==> config.mk <==
export PLATFORM = sky130hd
export DESIGN_NAME = ladybird_axi_arbiter_flat
export DESIGN_NICKNAME = d
export VERILOG_FILES = /design/src/rtl/ladybird_axi_pkg.sv /design/src/rtl/ladybird_axi_if.sv /design/src/rtl/ladybird_rr_select.sv /design/src/rtl/ladybird_axi_arbiter.sv /design/src/flat_wrapper.sv
export SDC_FILE = /design/constraint.sdc
export NUM_CORES = 1
export LEC_CHECK = 0
export BUFFER_PORTS_ARGS = -buffer_cell sky130_fd_sc_hd__buf_2
export CAP_MARGIN = 40
export CORE_AREA = 5 5 216 218
export CTS_BUF_LIST = sky130_fd_sc_hd__clkbuf_8 sky130_fd_sc_hd__clkbuf_16
export DETAILED_ROUTE_END_ITERATION = 8
export DIE_AREA = 0 0 221 223
export GPL_ROUTABILITY_DRIVEN = 0
export SYNTH_ARGS = -nofsm -noshare
export SYNTH_HDL_FRONTEND = slang
export SYNTH_SLANG_ARGS = --single-unit
==> constraint.sdc <==
create_clock -name clk -period 2.4 [get_ports clk]
set_clock_uncertainty 0.15 [all_clocks]
set_input_delay 0.48 -clock clk [delete_from_list [all_inputs] [get_ports clk]]
set_output_delay 0.48 -clock clk [all_outputs]
set_load 0.1 [all_outputs]
==> src/rtl/ladybird_axi_pkg.sv <==
// Shared AXI definitions for the ladybird memory subsystem: field widths and
// the arbiter state encoding used by arbiters and debug monitors.
package ladybird_axi;

    localparam int LEN_W  = 8;
    localparam int SIZE_W = 3;

    typedef enum logic [1:0] {
        IDLE       = 2'd0,
        READ       = 2'd1,
        WRITE_DATA = 2'd2,
        WRITE_RESP = 2'd3
    } ladybird_axi_arb_state_t;

endpackage

==> src/rtl/ladybird_axi_if.sv <==
// Five-channel AXI bundle; the master modport drives requests, the slave
// modport drives readies and responses.
interface ladybird_axi_interface #(
    parameter int AXI_ADDR_W = 32,
    parameter int AXI_DATA_W = 32,
    parameter int AXI_ID_W   = 4
);
    logic [AXI_ID_W-1:0]             awid;
    logic [AXI_ADDR_W-1:0]           awaddr;
    logic [ladybird_axi::LEN_W-1:0]  awlen;
    logic [ladybird_axi::SIZE_W-1:0] awsize;
    logic                            awvalid;
    logic                            awready;
    logic [AXI_DATA_W-1:0]           wdata;
    logic [AXI_DATA_W/8-1:0]         wstrb;
    logic                            wlast;
    logic                            wvalid;
    logic                            wready;
    logic [AXI_ID_W-1:0]             bid;
    logic [1:0]                      bresp;
    logic                            bvalid;
    logic                            bready;
    logic [AXI_ID_W-1:0]             arid;
    logic [AXI_ADDR_W-1:0]           araddr;
    logic [ladybird_axi::LEN_W-1:0]  arlen;
    logic [ladybird_axi::SIZE_W-1:0] arsize;
    logic                            arvalid;
    logic                            arready;
    logic [AXI_ID_W-1:0]             rid;
    logic [AXI_DATA_W-1:0]           rdata;
    logic [1:0]                      rresp;
    logic                            rlast;
    logic                            rvalid;
    logic                            rready;

    modport master (
        output awid, awaddr, awlen, awsize, awvalid, wdata, wstrb, wlast, wvalid,
               bready, arid, araddr, arlen, arsize, arvalid, rready,
        input  awready, wready, bid, bresp, bvalid, arready, rid, rdata, rresp,
               rlast, rvalid
    );

    modport slave (
        input  awid, awaddr, awlen, awsize, awvalid, wdata, wstrb, wlast, wvalid,
               bready, arid, araddr, arlen, arsize, arvalid, rready,
        output awready, wready, bid, bresp, bvalid, arready, rid, rdata, rresp,
               rlast, rvalid
    );
endinterface

==> src/rtl/ladybird_rr_select.sv <==
// Two-way round-robin pick: a lone requester wins, a tie goes to the
// requester that was not granted last. Output is one-hot or zero.
module ladybird_rr_select (
    input  logic [1:0] req,
    input  logic       last_grant,
    output logic [1:0] gnt
);

    // Priority decode of the request pair against the previous winner
    always_comb begin
        gnt = 2'b00;
        case (req)
            2'b01:   gnt = 2'b01;
            2'b10:   gnt = 2'b10;
            2'b11:   gnt = last_grant ? 2'b01 : 2'b10;
            default: gnt = 2'b00;
        endcase
    end

endmodule

==> src/rtl/ladybird_axi_arbiter.sv <==
// Two-master AXI arbiter with a single transaction in flight; the granted
// master is routed to the downstream bus combinationally with no added latency.
module ladybird_axi_arbiter #(
    parameter int NUM_OUTSTANDING = 1
) (
    input logic                   clk,
    input logic                   nrst,
    ladybird_axi_interface.slave  s0,
    ladybird_axi_interface.slave  s1,
    ladybird_axi_interface.master m
);
    import ladybird_axi::*;

    if (NUM_OUTSTANDING != 1) begin : g_bad_outstanding
        $error("ladybird_axi_arbiter supports only NUM_OUTSTANDING == 1");
    end

    ladybird_axi_arb_state_t state_r, state_nxt_s;
    logic       grant_r, grant_nxt_s;
    logic       last_grant_r, last_grant_nxt_s;
    logic [1:0] req_s, gnt_s;
    logic       sel_s;
    logic       sel_awvalid_s, sel_arvalid_s, sel_wvalid_s, sel_rready_s, sel_bready_s;
    logic       aw_go_s, ar_go_s, aw_fire_s, ar_fire_s;
    logic       w_last_fire_s, r_last_fire_s, b_fire_s;

    assign req_s = {s1.awvalid | s1.arvalid, s0.awvalid | s0.arvalid};

    ladybird_rr_select u_rr_select (
        .req        (req_s),
        .last_grant (last_grant_r),
        .gnt        (gnt_s)
    );

    // While idle the live arbitration result steers the muxes; afterwards the held grant does
    assign sel_s         = (state_r == IDLE) ? gnt_s[1] : grant_r;
    assign sel_awvalid_s = sel_s ? s1.awvalid : s0.awvalid;
    assign sel_arvalid_s = sel_s ? s1.arvalid : s0.arvalid;
    assign sel_wvalid_s  = sel_s ? s1.wvalid  : s0.wvalid;
    assign sel_rready_s  = sel_s ? s1.rready  : s0.rready;
    assign sel_bready_s  = sel_s ? s1.bready  : s0.bready;

    assign aw_go_s       = (state_r == IDLE) & (gnt_s != 2'b00) & sel_awvalid_s;
    assign ar_go_s       = (state_r == IDLE) & (gnt_s != 2'b00) & ~sel_awvalid_s & sel_arvalid_s;
    assign aw_fire_s     = aw_go_s & m.awready;
    assign ar_fire_s     = ar_go_s & m.arready;
    assign w_last_fire_s = (state_r == WRITE_DATA) & sel_wvalid_s & m.wready & m.wlast;
    assign r_last_fire_s = (state_r == READ) & m.rvalid & sel_rready_s & m.rlast;
    assign b_fire_s      = (state_r == WRITE_RESP) & m.bvalid & sel_bready_s;

    assign m.awid   = sel_s ? s1.awid   : s0.awid;
    assign m.awaddr = sel_s ? s1.awaddr : s0.awaddr;
    assign m.awlen  = sel_s ? s1.awlen  : s0.awlen;
    assign m.awsize = sel_s ? s1.awsize : s0.awsize;
    assign m.wdata  = sel_s ? s1.wdata  : s0.wdata;
    assign m.wstrb  = sel_s ? s1.wstrb  : s0.wstrb;
    assign m.wlast  = sel_s ? s1.wlast  : s0.wlast;
    assign m.arid   = sel_s ? s1.arid   : s0.arid;
    assign m.araddr = sel_s ? s1.araddr : s0.araddr;
    assign m.arlen  = sel_s ? s1.arlen  : s0.arlen;
    assign m.arsize = sel_s ? s1.arsize : s0.arsize;

    assign s0.bid   = m.bid;
    assign s0.bresp = m.bresp;
    assign s0.rid   = m.rid;
    assign s0.rdata = m.rdata;
    assign s0.rresp = m.rresp;
    assign s0.rlast = m.rlast;
    assign s1.bid   = m.bid;
    assign s1.bresp = m.bresp;
    assign s1.rid   = m.rid;
    assign s1.rdata = m.rdata;
    assign s1.rresp = m.rresp;
    assign s1.rlast = m.rlast;

    // State, held grant and round-robin history
    always_ff @(posedge clk or negedge nrst) begin
        if (!nrst) begin
            state_r      <= IDLE;
            grant_r      <= 1'b0;
            last_grant_r <= 1'b1;
        end else begin
            state_r      <= state_nxt_s;
            grant_r      <= grant_nxt_s;
            last_grant_r <= last_grant_nxt_s;
        end
    end

    // Next state: leave IDLE only on a downstream address handshake
    always_comb begin
        state_nxt_s      = state_r;
        grant_nxt_s      = grant_r;
        last_grant_nxt_s = last_grant_r;
        case (state_r)
            IDLE: begin
                if (aw_fire_s) begin
                    state_nxt_s      = WRITE_DATA;
                    grant_nxt_s      = gnt_s[1];
                    last_grant_nxt_s = gnt_s[1];
                end else if (ar_fire_s) begin
                    state_nxt_s      = READ;
                    grant_nxt_s      = gnt_s[1];
                    last_grant_nxt_s = gnt_s[1];
                end else begin
                    state_nxt_s = IDLE;
                end
            end
            READ: begin
                if (r_last_fire_s) state_nxt_s = IDLE;
                else               state_nxt_s = READ;
            end
            WRITE_DATA: begin
                if (w_last_fire_s) state_nxt_s = WRITE_RESP;
                else               state_nxt_s = WRITE_DATA;
            end
            WRITE_RESP: begin
                if (b_fire_s) state_nxt_s = IDLE;
                else          state_nxt_s = WRITE_RESP;
            end
            default: state_nxt_s = IDLE;
        endcase
    end

    // Handshake routing: only the channel matching the state is opened, only toward the grant
    always_comb begin
        m.awvalid  = 1'b0;
        m.arvalid  = 1'b0;
        m.wvalid   = 1'b0;
        m.bready   = 1'b0;
        m.rready   = 1'b0;
        s0.awready = 1'b0;
        s0.arready = 1'b0;
        s0.wready  = 1'b0;
        s0.bvalid  = 1'b0;
        s0.rvalid  = 1'b0;
        s1.awready = 1'b0;
        s1.arready = 1'b0;
        s1.wready  = 1'b0;
        s1.bvalid  = 1'b0;
        s1.rvalid  = 1'b0;
        case (state_r)
            IDLE: begin
                m.awvalid  = aw_go_s;
                m.arvalid  = ar_go_s;
                s0.awready = ~sel_s & aw_go_s & m.awready;
                s1.awready =  sel_s & aw_go_s & m.awready;
                s0.arready = ~sel_s & ar_go_s & m.arready;
                s1.arready =  sel_s & ar_go_s & m.arready;
            end
            READ: begin
                m.rready  = sel_rready_s;
                s0.rvalid = ~sel_s & m.rvalid;
                s1.rvalid =  sel_s & m.rvalid;
            end
            WRITE_DATA: begin
                m.wvalid  = sel_wvalid_s;
                s0.wready = ~sel_s & m.wready;
                s1.wready =  sel_s & m.wready;
            end
            WRITE_RESP: begin
                m.bready  = sel_bready_s;
                s0.bvalid = ~sel_s & m.bvalid;
                s1.bvalid =  sel_s & m.bvalid;
            end
            default: m.awvalid = 1'b0;
        endcase
    end

endmodule

==> src/flat_wrapper.sv <==
// flat-port wrapper written by rule: the top's interface ports become plain ports
module ladybird_axi_arbiter_flat import ladybird_axi::*;
#(
    parameter int NUM_OUTSTANDING = 1
)
  (clk, nrst, s0_awid, s0_awaddr, s0_awlen, s0_awsize, s0_awvalid, s0_wdata, s0_wstrb, s0_wlast, s0_wvalid, s0_bready, s0_arid, s0_araddr, s0_arlen, s0_arsize, s0_arvalid, s0_rready, s0_awready, s0_wready, s0_bid, s0_bresp, s0_bvalid, s0_arready, s0_rid, s0_rdata, s0_rresp, s0_rlast, s0_rvalid, s1_awid, s1_awaddr, s1_awlen, s1_awsize, s1_awvalid, s1_wdata, s1_wstrb, s1_wlast, s1_wvalid, s1_bready, s1_arid, s1_araddr, s1_arlen, s1_arsize, s1_arvalid, s1_rready, s1_awready, s1_wready, s1_bid, s1_bresp, s1_bvalid, s1_arready, s1_rid, s1_rdata, s1_rresp, s1_rlast, s1_rvalid, m_awid, m_awaddr, m_awlen, m_awsize, m_awvalid, m_wdata, m_wstrb, m_wlast, m_wvalid, m_bready, m_arid, m_araddr, m_arlen, m_arsize, m_arvalid, m_rready, m_awready, m_wready, m_bid, m_bresp, m_bvalid, m_arready, m_rid, m_rdata, m_rresp, m_rlast, m_rvalid);
  ladybird_axi_interface #(.AXI_ADDR_W(32), .AXI_DATA_W(32), .AXI_ID_W(4)) s0_i ();
  ladybird_axi_interface #(.AXI_ADDR_W(32), .AXI_DATA_W(32), .AXI_ID_W(4)) s1_i ();
  ladybird_axi_interface #(.AXI_ADDR_W(32), .AXI_DATA_W(32), .AXI_ID_W(4)) m_i ();
  input logic clk;
  input logic nrst;
  input wire logic [$bits(s0_i.awid)-1:0] s0_awid;
  input wire logic [$bits(s0_i.awaddr)-1:0] s0_awaddr;
  input wire logic [$bits(s0_i.awlen)-1:0] s0_awlen;
  input wire logic [$bits(s0_i.awsize)-1:0] s0_awsize;
  input wire logic [$bits(s0_i.awvalid)-1:0] s0_awvalid;
  input wire logic [$bits(s0_i.wdata)-1:0] s0_wdata;
  input wire logic [$bits(s0_i.wstrb)-1:0] s0_wstrb;
  input wire logic [$bits(s0_i.wlast)-1:0] s0_wlast;
  input wire logic [$bits(s0_i.wvalid)-1:0] s0_wvalid;
  input wire logic [$bits(s0_i.bready)-1:0] s0_bready;
  input wire logic [$bits(s0_i.arid)-1:0] s0_arid;
  input wire logic [$bits(s0_i.araddr)-1:0] s0_araddr;
  input wire logic [$bits(s0_i.arlen)-1:0] s0_arlen;
  input wire logic [$bits(s0_i.arsize)-1:0] s0_arsize;
  input wire logic [$bits(s0_i.arvalid)-1:0] s0_arvalid;
  input wire logic [$bits(s0_i.rready)-1:0] s0_rready;
  output wire logic [$bits(s0_i.awready)-1:0] s0_awready;
  output wire logic [$bits(s0_i.wready)-1:0] s0_wready;
  output wire logic [$bits(s0_i.bid)-1:0] s0_bid;
  output wire logic [$bits(s0_i.bresp)-1:0] s0_bresp;
  output wire logic [$bits(s0_i.bvalid)-1:0] s0_bvalid;
  output wire logic [$bits(s0_i.arready)-1:0] s0_arready;
  output wire logic [$bits(s0_i.rid)-1:0] s0_rid;
  output wire logic [$bits(s0_i.rdata)-1:0] s0_rdata;
  output wire logic [$bits(s0_i.rresp)-1:0] s0_rresp;
  output wire logic [$bits(s0_i.rlast)-1:0] s0_rlast;
  output wire logic [$bits(s0_i.rvalid)-1:0] s0_rvalid;
  input wire logic [$bits(s1_i.awid)-1:0] s1_awid;
  input wire logic [$bits(s1_i.awaddr)-1:0] s1_awaddr;
  input wire logic [$bits(s1_i.awlen)-1:0] s1_awlen;
  input wire logic [$bits(s1_i.awsize)-1:0] s1_awsize;
  input wire logic [$bits(s1_i.awvalid)-1:0] s1_awvalid;
  input wire logic [$bits(s1_i.wdata)-1:0] s1_wdata;
  input wire logic [$bits(s1_i.wstrb)-1:0] s1_wstrb;
  input wire logic [$bits(s1_i.wlast)-1:0] s1_wlast;
  input wire logic [$bits(s1_i.wvalid)-1:0] s1_wvalid;
  input wire logic [$bits(s1_i.bready)-1:0] s1_bready;
  input wire logic [$bits(s1_i.arid)-1:0] s1_arid;
  input wire logic [$bits(s1_i.araddr)-1:0] s1_araddr;
  input wire logic [$bits(s1_i.arlen)-1:0] s1_arlen;
  input wire logic [$bits(s1_i.arsize)-1:0] s1_arsize;
  input wire logic [$bits(s1_i.arvalid)-1:0] s1_arvalid;
  input wire logic [$bits(s1_i.rready)-1:0] s1_rready;
  output wire logic [$bits(s1_i.awready)-1:0] s1_awready;
  output wire logic [$bits(s1_i.wready)-1:0] s1_wready;
  output wire logic [$bits(s1_i.bid)-1:0] s1_bid;
  output wire logic [$bits(s1_i.bresp)-1:0] s1_bresp;
  output wire logic [$bits(s1_i.bvalid)-1:0] s1_bvalid;
  output wire logic [$bits(s1_i.arready)-1:0] s1_arready;
  output wire logic [$bits(s1_i.rid)-1:0] s1_rid;
  output wire logic [$bits(s1_i.rdata)-1:0] s1_rdata;
  output wire logic [$bits(s1_i.rresp)-1:0] s1_rresp;
  output wire logic [$bits(s1_i.rlast)-1:0] s1_rlast;
  output wire logic [$bits(s1_i.rvalid)-1:0] s1_rvalid;
  output wire logic [$bits(m_i.awid)-1:0] m_awid;
  output wire logic [$bits(m_i.awaddr)-1:0] m_awaddr;
  output wire logic [$bits(m_i.awlen)-1:0] m_awlen;
  output wire logic [$bits(m_i.awsize)-1:0] m_awsize;
  output wire logic [$bits(m_i.awvalid)-1:0] m_awvalid;
  output wire logic [$bits(m_i.wdata)-1:0] m_wdata;
  output wire logic [$bits(m_i.wstrb)-1:0] m_wstrb;
  output wire logic [$bits(m_i.wlast)-1:0] m_wlast;
  output wire logic [$bits(m_i.wvalid)-1:0] m_wvalid;
  output wire logic [$bits(m_i.bready)-1:0] m_bready;
  output wire logic [$bits(m_i.arid)-1:0] m_arid;
  output wire logic [$bits(m_i.araddr)-1:0] m_araddr;
  output wire logic [$bits(m_i.arlen)-1:0] m_arlen;
  output wire logic [$bits(m_i.arsize)-1:0] m_arsize;
  output wire logic [$bits(m_i.arvalid)-1:0] m_arvalid;
  output wire logic [$bits(m_i.rready)-1:0] m_rready;
  input wire logic [$bits(m_i.awready)-1:0] m_awready;
  input wire logic [$bits(m_i.wready)-1:0] m_wready;
  input wire logic [$bits(m_i.bid)-1:0] m_bid;
  input wire logic [$bits(m_i.bresp)-1:0] m_bresp;
  input wire logic [$bits(m_i.bvalid)-1:0] m_bvalid;
  input wire logic [$bits(m_i.arready)-1:0] m_arready;
  input wire logic [$bits(m_i.rid)-1:0] m_rid;
  input wire logic [$bits(m_i.rdata)-1:0] m_rdata;
  input wire logic [$bits(m_i.rresp)-1:0] m_rresp;
  input wire logic [$bits(m_i.rlast)-1:0] m_rlast;
  input wire logic [$bits(m_i.rvalid)-1:0] m_rvalid;
  assign s0_i.awid = s0_awid;
  assign s0_i.awaddr = s0_awaddr;
  assign s0_i.awlen = s0_awlen;
  assign s0_i.awsize = s0_awsize;
  assign s0_i.awvalid = s0_awvalid;
  assign s0_i.wdata = s0_wdata;
  assign s0_i.wstrb = s0_wstrb;
  assign s0_i.wlast = s0_wlast;
  assign s0_i.wvalid = s0_wvalid;
  assign s0_i.bready = s0_bready;
  assign s0_i.arid = s0_arid;
  assign s0_i.araddr = s0_araddr;
  assign s0_i.arlen = s0_arlen;
  assign s0_i.arsize = s0_arsize;
  assign s0_i.arvalid = s0_arvalid;
  assign s0_i.rready = s0_rready;
  assign s0_awready = s0_i.awready;
  assign s0_wready = s0_i.wready;
  assign s0_bid = s0_i.bid;
  assign s0_bresp = s0_i.bresp;
  assign s0_bvalid = s0_i.bvalid;
  assign s0_arready = s0_i.arready;
  assign s0_rid = s0_i.rid;
  assign s0_rdata = s0_i.rdata;
  assign s0_rresp = s0_i.rresp;
  assign s0_rlast = s0_i.rlast;
  assign s0_rvalid = s0_i.rvalid;
  assign s1_i.awid = s1_awid;
  assign s1_i.awaddr = s1_awaddr;
  assign s1_i.awlen = s1_awlen;
  assign s1_i.awsize = s1_awsize;
  assign s1_i.awvalid = s1_awvalid;
  assign s1_i.wdata = s1_wdata;
  assign s1_i.wstrb = s1_wstrb;
  assign s1_i.wlast = s1_wlast;
  assign s1_i.wvalid = s1_wvalid;
  assign s1_i.bready = s1_bready;
  assign s1_i.arid = s1_arid;
  assign s1_i.araddr = s1_araddr;
  assign s1_i.arlen = s1_arlen;
  assign s1_i.arsize = s1_arsize;
  assign s1_i.arvalid = s1_arvalid;
  assign s1_i.rready = s1_rready;
  assign s1_awready = s1_i.awready;
  assign s1_wready = s1_i.wready;
  assign s1_bid = s1_i.bid;
  assign s1_bresp = s1_i.bresp;
  assign s1_bvalid = s1_i.bvalid;
  assign s1_arready = s1_i.arready;
  assign s1_rid = s1_i.rid;
  assign s1_rdata = s1_i.rdata;
  assign s1_rresp = s1_i.rresp;
  assign s1_rlast = s1_i.rlast;
  assign s1_rvalid = s1_i.rvalid;
  assign m_awid = m_i.awid;
  assign m_awaddr = m_i.awaddr;
  assign m_awlen = m_i.awlen;
  assign m_awsize = m_i.awsize;
  assign m_awvalid = m_i.awvalid;
  assign m_wdata = m_i.wdata;
  assign m_wstrb = m_i.wstrb;
  assign m_wlast = m_i.wlast;
  assign m_wvalid = m_i.wvalid;
  assign m_bready = m_i.bready;
  assign m_arid = m_i.arid;
  assign m_araddr = m_i.araddr;
  assign m_arlen = m_i.arlen;
  assign m_arsize = m_i.arsize;
  assign m_arvalid = m_i.arvalid;
  assign m_rready = m_i.rready;
  assign m_i.awready = m_awready;
  assign m_i.wready = m_wready;
  assign m_i.bid = m_bid;
  assign m_i.bresp = m_bresp;
  assign m_i.bvalid = m_bvalid;
  assign m_i.arready = m_arready;
  assign m_i.rid = m_rid;
  assign m_i.rdata = m_rdata;
  assign m_i.rresp = m_rresp;
  assign m_i.rlast = m_rlast;
  assign m_i.rvalid = m_rvalid;
  ladybird_axi_arbiter #(.NUM_OUTSTANDING(NUM_OUTSTANDING)) u_core (.clk(clk), .nrst(nrst), .s0(s0_i), .s1(s1_i), .m(m_i));
endmodule
==> results.txt, run 1 <==
The fraction of the yosys area taken by sequential cells is 3.702%. The synthesized netlist cell count came out at 294. The origin of the critical flop-to-flop path is u_core.state_r[0]$_DFF_PN0_. The total grt overflow is 0. The flow ran to the end, but the final reports show violations. The warning count from the yosys run is 0. Clock tree synthesis inserted a total of 3 buffers. Among the stages of the critical path, the cell type that occurs most often is buf_6. The fill cell total of the finished layout is 4893.

Subtracting the final worst setup slack from the clock period gives 2.750 ns. The starting DRC count in detailed routing is between 90 and 100. Summing the areas of all fa, ha and maj instances in the mapped netlist gives 0% of the synthesized area. The critical path starts at s0_awvalid. The final antenna-violating net count came out at 0. The final standard cell area without fillers is between 7000 and 8000 um^2.

STA classifies the critical path startpoint as an input port. The number of design rule violations left after detail routing came out at 0. Among all flip-flop cells after synthesis, the most frequent one is dfrtp_1. The y dimension of the die came out at 223 um. The number of port buffers is between 400 and 500. Walking the worst path, the cells encountered are buf_6 -> o21a_4 -> o41ai_4 -> buf_6 -> buf_12 -> buf_16 -> buf_6 -> mux2_4 -> buf_12.

The wire length of the first global-routing pass is 31.27 mm. The half-perimeter wire length after placement is 20.22 mm. The overall global routing resource usage came out at under 10%. The critical path's largest stage delay came out at 0.31 ns. The number of rows in the core area is 78. Counting flops with a built-in enable in the synthesized netlist gives 0. After synthesis, the share of flip-flops with an asynchronous set or reset is 100.0%.

Summing the areas of all xor and xnor instances in the mapped netlist gives 0% of the synthesized area. At the pin with the least slew margin, the transition time is 0.4917 ns. The portion of netlist area occupied by mux cells came out at a little over half. For this run, the share of the core covered by cells in the final layout is 17.54%.

In this run the worst hold path is classified as in2reg. The maximum buffer depth of the clock tree came out at 2. The number of antenna violations at the first check in global routing came out at 11. The pin count of the biggest net entering global routing came out at 26. The growth of design area from synthesis to finish is 186.3%.

TritonCTS built the clock tree. The average wire length per cell after detail routing came out at 18.82 um. The complex-gate fraction of the synthesized area is under 10%. The number of max-slew violations in the final report is 0. After clock tree synthesis, the clock-pin slew on the worst setup and hold paths is ~0.03 ns. The via count of the first global-routing pass is 4308. The final number of hold-violating endpoints is 0. The layout net count came out at just under 1000. Data on the critical path arrives at its endpoint at 2.12 ns.

In this run the mean area of a mapped cell was 9.312 um^2. STA classifies the critical path endpoint as an output port. The distinct cell type count of the synthesized netlist is 35.

The slowest stage of the critical path belongs to the cell mux2_4. The final number of setup-violating endpoints is 133. The number of synthesized register bits is 4. The number of nets in the synthesized netlist is 618. The effective utilization at floorplan is 6.125%. The core region area is 44700 um^2. The latest clock arrival within the worst-skew pair came out at 0.23 ns. The tree is rooted in a clkbuf_16. The headroom to the max-slew limit is 67.44%.

The number of clock sinks seen by CTS is 4. The start point of the worst hold path is m_bvalid. Across all hold checks on the routed design, the worst slack comes to 0.4342 ns. Setup repair after global routing could not meet its margin everywhere. The die area came out at 49280 um^2. The critical path data required time is 1.77 ns. The I/O pin count came out at 560.

The die width is 221 um. The final reports fail on negative setup slack. The max-capacitance violation count is 0. After detailed routing, the number of vias per cell comes to 3.024.

The final wirelength came out at approximately 24 mm. The combinational family with the most area after synthesis is multiplexers. The share of the cycle needed by the critical path after routing is 114.6%. The cell area after placement is 6010 um^2. In the final layout, the share of cells above drive strength 1 is approximately 94%. The number of detailed-route iterations in the first pass is 4.

The timing-limited maximum frequency came out at 363.7 MHz. The synthesized netlist occupies a cell area of 2738 um^2. The post-layout worst setup margin came out at -0.3499 ns. The worst setup path is of the in2out kind. The routed layout has 3868 vias. Along the worst path, the maximum fanout reaches 17. The depth of the CTS H-tree is 1. Of the total synthesized cell area, the portion taken by AND, OR, NAND and NOR gates is slightly below 6%. The sum of negative setup slack came out at -38.42 ns.
[per-layer routing]
layer  global-route usage [%]  vias to the layer above  share of wire (%)
met1                    10.33                     1765                 40
met5                        0                        -                  0
li1                         -                     1721                  -
met2                    13.61                      353                 47
met3                    3.605                       29                 10
met4                    3.081                        0                2.8
[layout make-up]
| cell class | instances | area (um^2) | area share [%] |
|---|---|---|---|
| flip-flops and latches | 4 | 103.9 | 1.325 |
| multi-input cells | 179 | 2222 | 28.35 |
| repair buffers | 479 | 4646 | 59.27 |
| inverters | 4 | 15.01 | 0.1915 |
| diodes | 9 | 22.52 | 0.2873 |
| clock inverters | 1 | 3.754 | 0.04789 |
| well taps | 600 | 750.7 | 9.577 |
| clock buffers | 3 | 75.07 | 0.9577 |
[critical path, delay by kind of cell]
| family | cells | cell delay (ns) |
|---|---|---|
| buf+inv | 6 | 0.86 |
| compound gates | 2 | 0.45 |
| mux | 1 | 0.31 |
[Yosys cell counts (2+ instances only)]
master,instances,area [um^2]
a21oi_1,2,10.01
and3_1,4,25.02
buf_2,3,15.01
buf_4,91,683.2
buf_6,10,112.6
clkbuf_1,3,11.26
dfrtp_1,3,75.07
inv_1,4,15.01
mux2_1,100,1126
mux2_2,31,349.1
mux2i_1,3,30.03
nand2_1,4,15.01
nand3b_1,2,15.01
nor2_1,8,30.03
nor2b_1,4,25.02
o21a_1,2,15.01
o311ai_0,2,17.52
[registers in the layout, indices dropped and copies added (netlist names)]
signal and count:
u_core.last_grant_r 1, u_core.grant_r 1, u_core.state_r 2
[final timing paths]
path                                                    to  slack [ns]  depth (start not counted)
setup / recovery                                m_wstrb[2]       -0.35                          9
hold / removal                 u_core.state_r[1]$_DFF_PN0_        0.43                          3
setup reg to reg               u_core.state_r[0]$_DFF_PN0_        0.06                          7
hold reg to reg            u_core.last_grant_r$_DFFE_PN1P_        0.56                          3
max in group asynchronous  u_core.last_grant_r$_DFFE_PN1P_        1.43                          2
min in group asynchronous      u_core.state_r[1]$_DFF_PN0_        0.46                          2
[kinds of logic after synthesis]
| group | count (synthesis) |
|---|---|
| simple gates | 30 |
| compound gates | 15 |
| flops | 4 |
| mux | 134 |
| buf+inv | 111 |
[through the flow]
stage / setup slack [ns] / cells
2_1_floorplan: -0.2006 / 294
6_report: -0.3499 / 1279
3_5_place_dp: -0.6716 / 1243
3_3_place_gp: -0.6769 / 1243
4_1_cts: -0.3558 / 1257
5_1_grt: -0.3956 / 1276
[cell usage in the layout, fill, tap and decap left out, types with 2 or more instances in the layout]
cell | synthesis | final
nor2_1 | 8 | 4
mux2_2 | 31 | 41
diode_2 | 0 | 9
inv_2 | 0 | 2
buf_6 | 10 | 57
buf_12 | 0 | 107
dfrtp_2 | 0 | 2
nor2_4 | 0 | 2
a21oi_1 | 2 | 2
nor2_2 | 0 | 2
inv_1 | 4 | 3
mux2i_1 | 3 | 3
clkbuf_16 | 0 | 6
and3_1 | 4 | 4
mux2_4 | 0 | 90
buf_16 | 0 | 4
buf_2 | 3 | 282
buf_4 | 91 | 16
nand3b_1 | 2 | 2
nor2b_2 | 0 | 2
nand2_1 | 4 | 3
o311ai_0 | 2 | 2
buf_8 | 0 | 9
[what timing repair did]
item                                    CTS  global route
pin swaps                                 4             4
endpoints found under the setup margin  132           141
gates resized for setup                 264           133
setup buffers                             6             9
gates cloned                              3             5
hold endpoints to repair                  3             0
hold buffers                              1             0
Power of run 1 is left out: the tool's default activity adds up to more than one toggle a clock period on the data nets, which glitch-free logic cannot reach.
==> run 2: changes to the inputs <==
--- a/config.mk
+++ b/config.mk
@@ -12,6 +12,7 @@
 export DETAILED_ROUTE_END_ITERATION = 8
 export DIE_AREA = 0 0 221 223
 export GPL_ROUTABILITY_DRIVEN = 0
+export PLACE_DENSITY_LB_ADDON = 0.15
 export SYNTH_ARGS = -nofsm -noshare
 export SYNTH_HDL_FRONTEND = slang
 export SYNTH_SLANG_ARGS = --single-unit
==> results.txt, run 2 (synthesis results as in run 1) <==
The flow ran to the end, but the final reports show violations. The checks that failed: negative setup slack. The via density per instance is 2.929 (-3.1%). The total clock buffers created by CTS came out at 3 (unchanged). The dominant cell type by count on the critical path is buf_6. The final number of hold-violating endpoints is 0 (unchanged). The kind of start point of the critical path is an input port. The cell area after placement came to 6077 um^2 (+1.1%). The final antenna-violating net count is 0 (unchanged).

The final core utilization came out at 17.02% (-0.52 points). The tightest min-delay check is of the in2reg type. The share of layout cells above drive strength 1 came out at 94.10% (about the same). The maximum buffer depth of the clock tree is 2 (unchanged).

The latest clock arrival within the worst-skew pair was 0.23 ns (about the same). The wire length of the first global-routing pass was 27.39 mm (-12%). The effective utilization at floorplan came to 6.125% (unchanged). The critical path goes through buf_6 -> o21a_4 -> o41ai_4 -> buf_6 -> buf_12 -> buf_12 -> mux2_2 -> buf_6.

The post-layout worst setup margin came out at -0.3049 ns (+0.04493 ns). The final number of setup-violating endpoints came out at 131 (-1.5%). The flip-flop count of the largest register, all copies and words added is 2 (unchanged). The time the worst path needs with I/O delays and setup came to 2.705 ns (-0.04493 ns).

The half-perimeter wire length after placement came to 18.17 mm (-10%). The number of max-slew violations in the final report is 0 (unchanged). The critical path data required time is 1.77 ns (about the same). The critical path buffer and inverter count is 5 (-1). The pre-CTS setup slack was -0.6654 ns (+0.006218 ns). The share of the cycle needed by the critical path after routing came to 112.7% (-1.9 points). Setup repair after global routing could not meet its margin everywhere. The core region area came out at 44700 um^2 (unchanged). The category of the most critical setup path is in2out. The layout net count came out at 986 (-0.90%).

The cell family contributing the most delay on the critical path is buffers and inverters. From synthesis to final layout, the design area changed by 177.9%. The I/O pin count came out at 560 (unchanged). CTS placed an instance of clkbuf_16 at the clock tree root. The average wire length per cell after detail routing came out at 16.23 um (-14%). The starting DRC count in detailed routing is 67 (-32%). The slew at the pin closest to its max-slew limit came out at 0.4932 ns (+0.001461 ns). The y dimension of the die is 223 um (unchanged). The die width is 221 um (unchanged). The clock-pin slew reported for the worst setup and hold paths after clock tree synthesis came out at 0.03 ns (about the same). The largest individual stage delay along the critical path comes from the cell mux2_2. The signal arrival time at the worst endpoint is 2.07 ns (-0.05 ns).

TritonCTS built the clock tree. The number of clock sinks seen by CTS is 4 (unchanged). The most common cell after layout, fill and taps aside is buf_2. The largest registers in the layout are u_core.state_r (2), u_core.grant_r (1), u_core.last_grant_r (1). The total via count after detailed routing is 3697 (-4.4%). The register ranked first by flip-flop count is u_core.state_r.

The number of rows in the core area came to 78 (unchanged). The largest fanout on the critical path is 16 (-1). The via count of the first global-routing pass was 4053 (-5.9%). The depth of the CTS H-tree is 1 (unchanged). The number of port buffers is 427 (unchanged).

The final standard cell area without fillers is 7607 um^2 (-3.0%). The overall global routing resource usage came out at 7.198% (-1.3 points). The timing-limited maximum frequency came out at 369.7 MHz (+1.7%). The final wirelength came out at 20.49 mm (-15%).

In the layout the commonest cells are buf_2 (284), buf_12 (107), mux2_4 (89), buf_6 (46), mux2_2 (42). The max-capacitance violation count came out at 0 (unchanged). The number of detailed-route iterations in the first pass came out at 4 (unchanged).

The die area is 49280 um^2 (unchanged). The headroom to the max-slew limit is 67.35% (-0.097 points). The critical path's largest stage delay was 0.36 ns (+0.05 ns). The number of design rule violations left after detail routing is 0 (unchanged). The element type at the critical path end is an output port. The total grt overflow came out at 0 (unchanged).

The pin count of the biggest net entering global routing is 17 (-35%). The number of antenna violations at the first check in global routing is 4 (-7).
run 2: per-layer routing:
| layer | vias up | share of wire [%] | track usage (%) |
|---|---|---|---|
| met2 | 336 | 52 | 13.27 |
| met4 | 0 | 1.5 | 1.160 |
| met5 | - | 0 | 0 |
| li1 | 1690 | - | - |
| met1 | 1655 | 36 | 7.456 |
| met3 | 16 | 11 | 3.658 |
run 2: worst min-delay path: stages:
cell and delay [ns]:
buf_2 0.11, nand3b_1 0.08, a21o_1 0.11
run 2: what timing repair did:
| item | CTS | global route |
|---|---|---|
| setup endpoints to repair | 133 | 136 |
| cloned | 1 | 2 |
| endpoints found under the hold margin | 3 | 0 |
| gates resized for setup | 204 | 161 |
| hold buffers | 1 | 0 |
| pin swaps | 1 | 3 |
| setup buffers | 1 | 4 |
run 2: area by class of cell:
cell class | count | area, um^2
clock inverter | 1 | 3.754
inverter | 4 | 15.01
timing repair buffer | 470 | 4432
multi-input combinational | 179 | 2225
fill | 5025 | 37090
tap | 600 | 750.7
antenna | 1 | 2.502
sequential | 4 | 103.9
clock buffer | 3 | 75.07
run 2: worst paths after layout:
check	to	cells after the start	startpoint	slack, ns
worst max-delay path	m_araddr[28]	8	s0_awvalid	-0.30
worst min-delay path	u_core.state_r[1]$_DFF_PN0_	3	m_bvalid	0.44
worst max register to register	u_core.state_r[0]$_DFF_PN0_	9	u_core.state_r[1]$_DFF_PN0_	0.07
worst min register to register	u_core.last_grant_r$_DFFE_PN1P_	3	u_core.last_grant_r$_DFFE_PN1P_	0.55
max in group asynchronous	u_core.last_grant_r$_DFFE_PN1P_	2	nrst	1.45
min in group asynchronous	u_core.state_r[0]$_DFF_PN0_	2	nrst	0.45
run 2: through the flow:
| stage | hold WS (ns) | TNS (ns) | instances |
|---|---|---|---|
| floorplan | 0.03441 | -21.74 | 294 |
| global placement | 0.1408 | -74.28 | 1248 |
| detailed placement | 0.1400 | -71.61 | 1248 |
| CTS | 0.4495 | -39.80 | 1255 |
| global route | 0.4719 | -41.35 | 1261 |
| finish | 0.4440 | -33.21 | 1262 |
Power of run 2 is left out for the same reason.
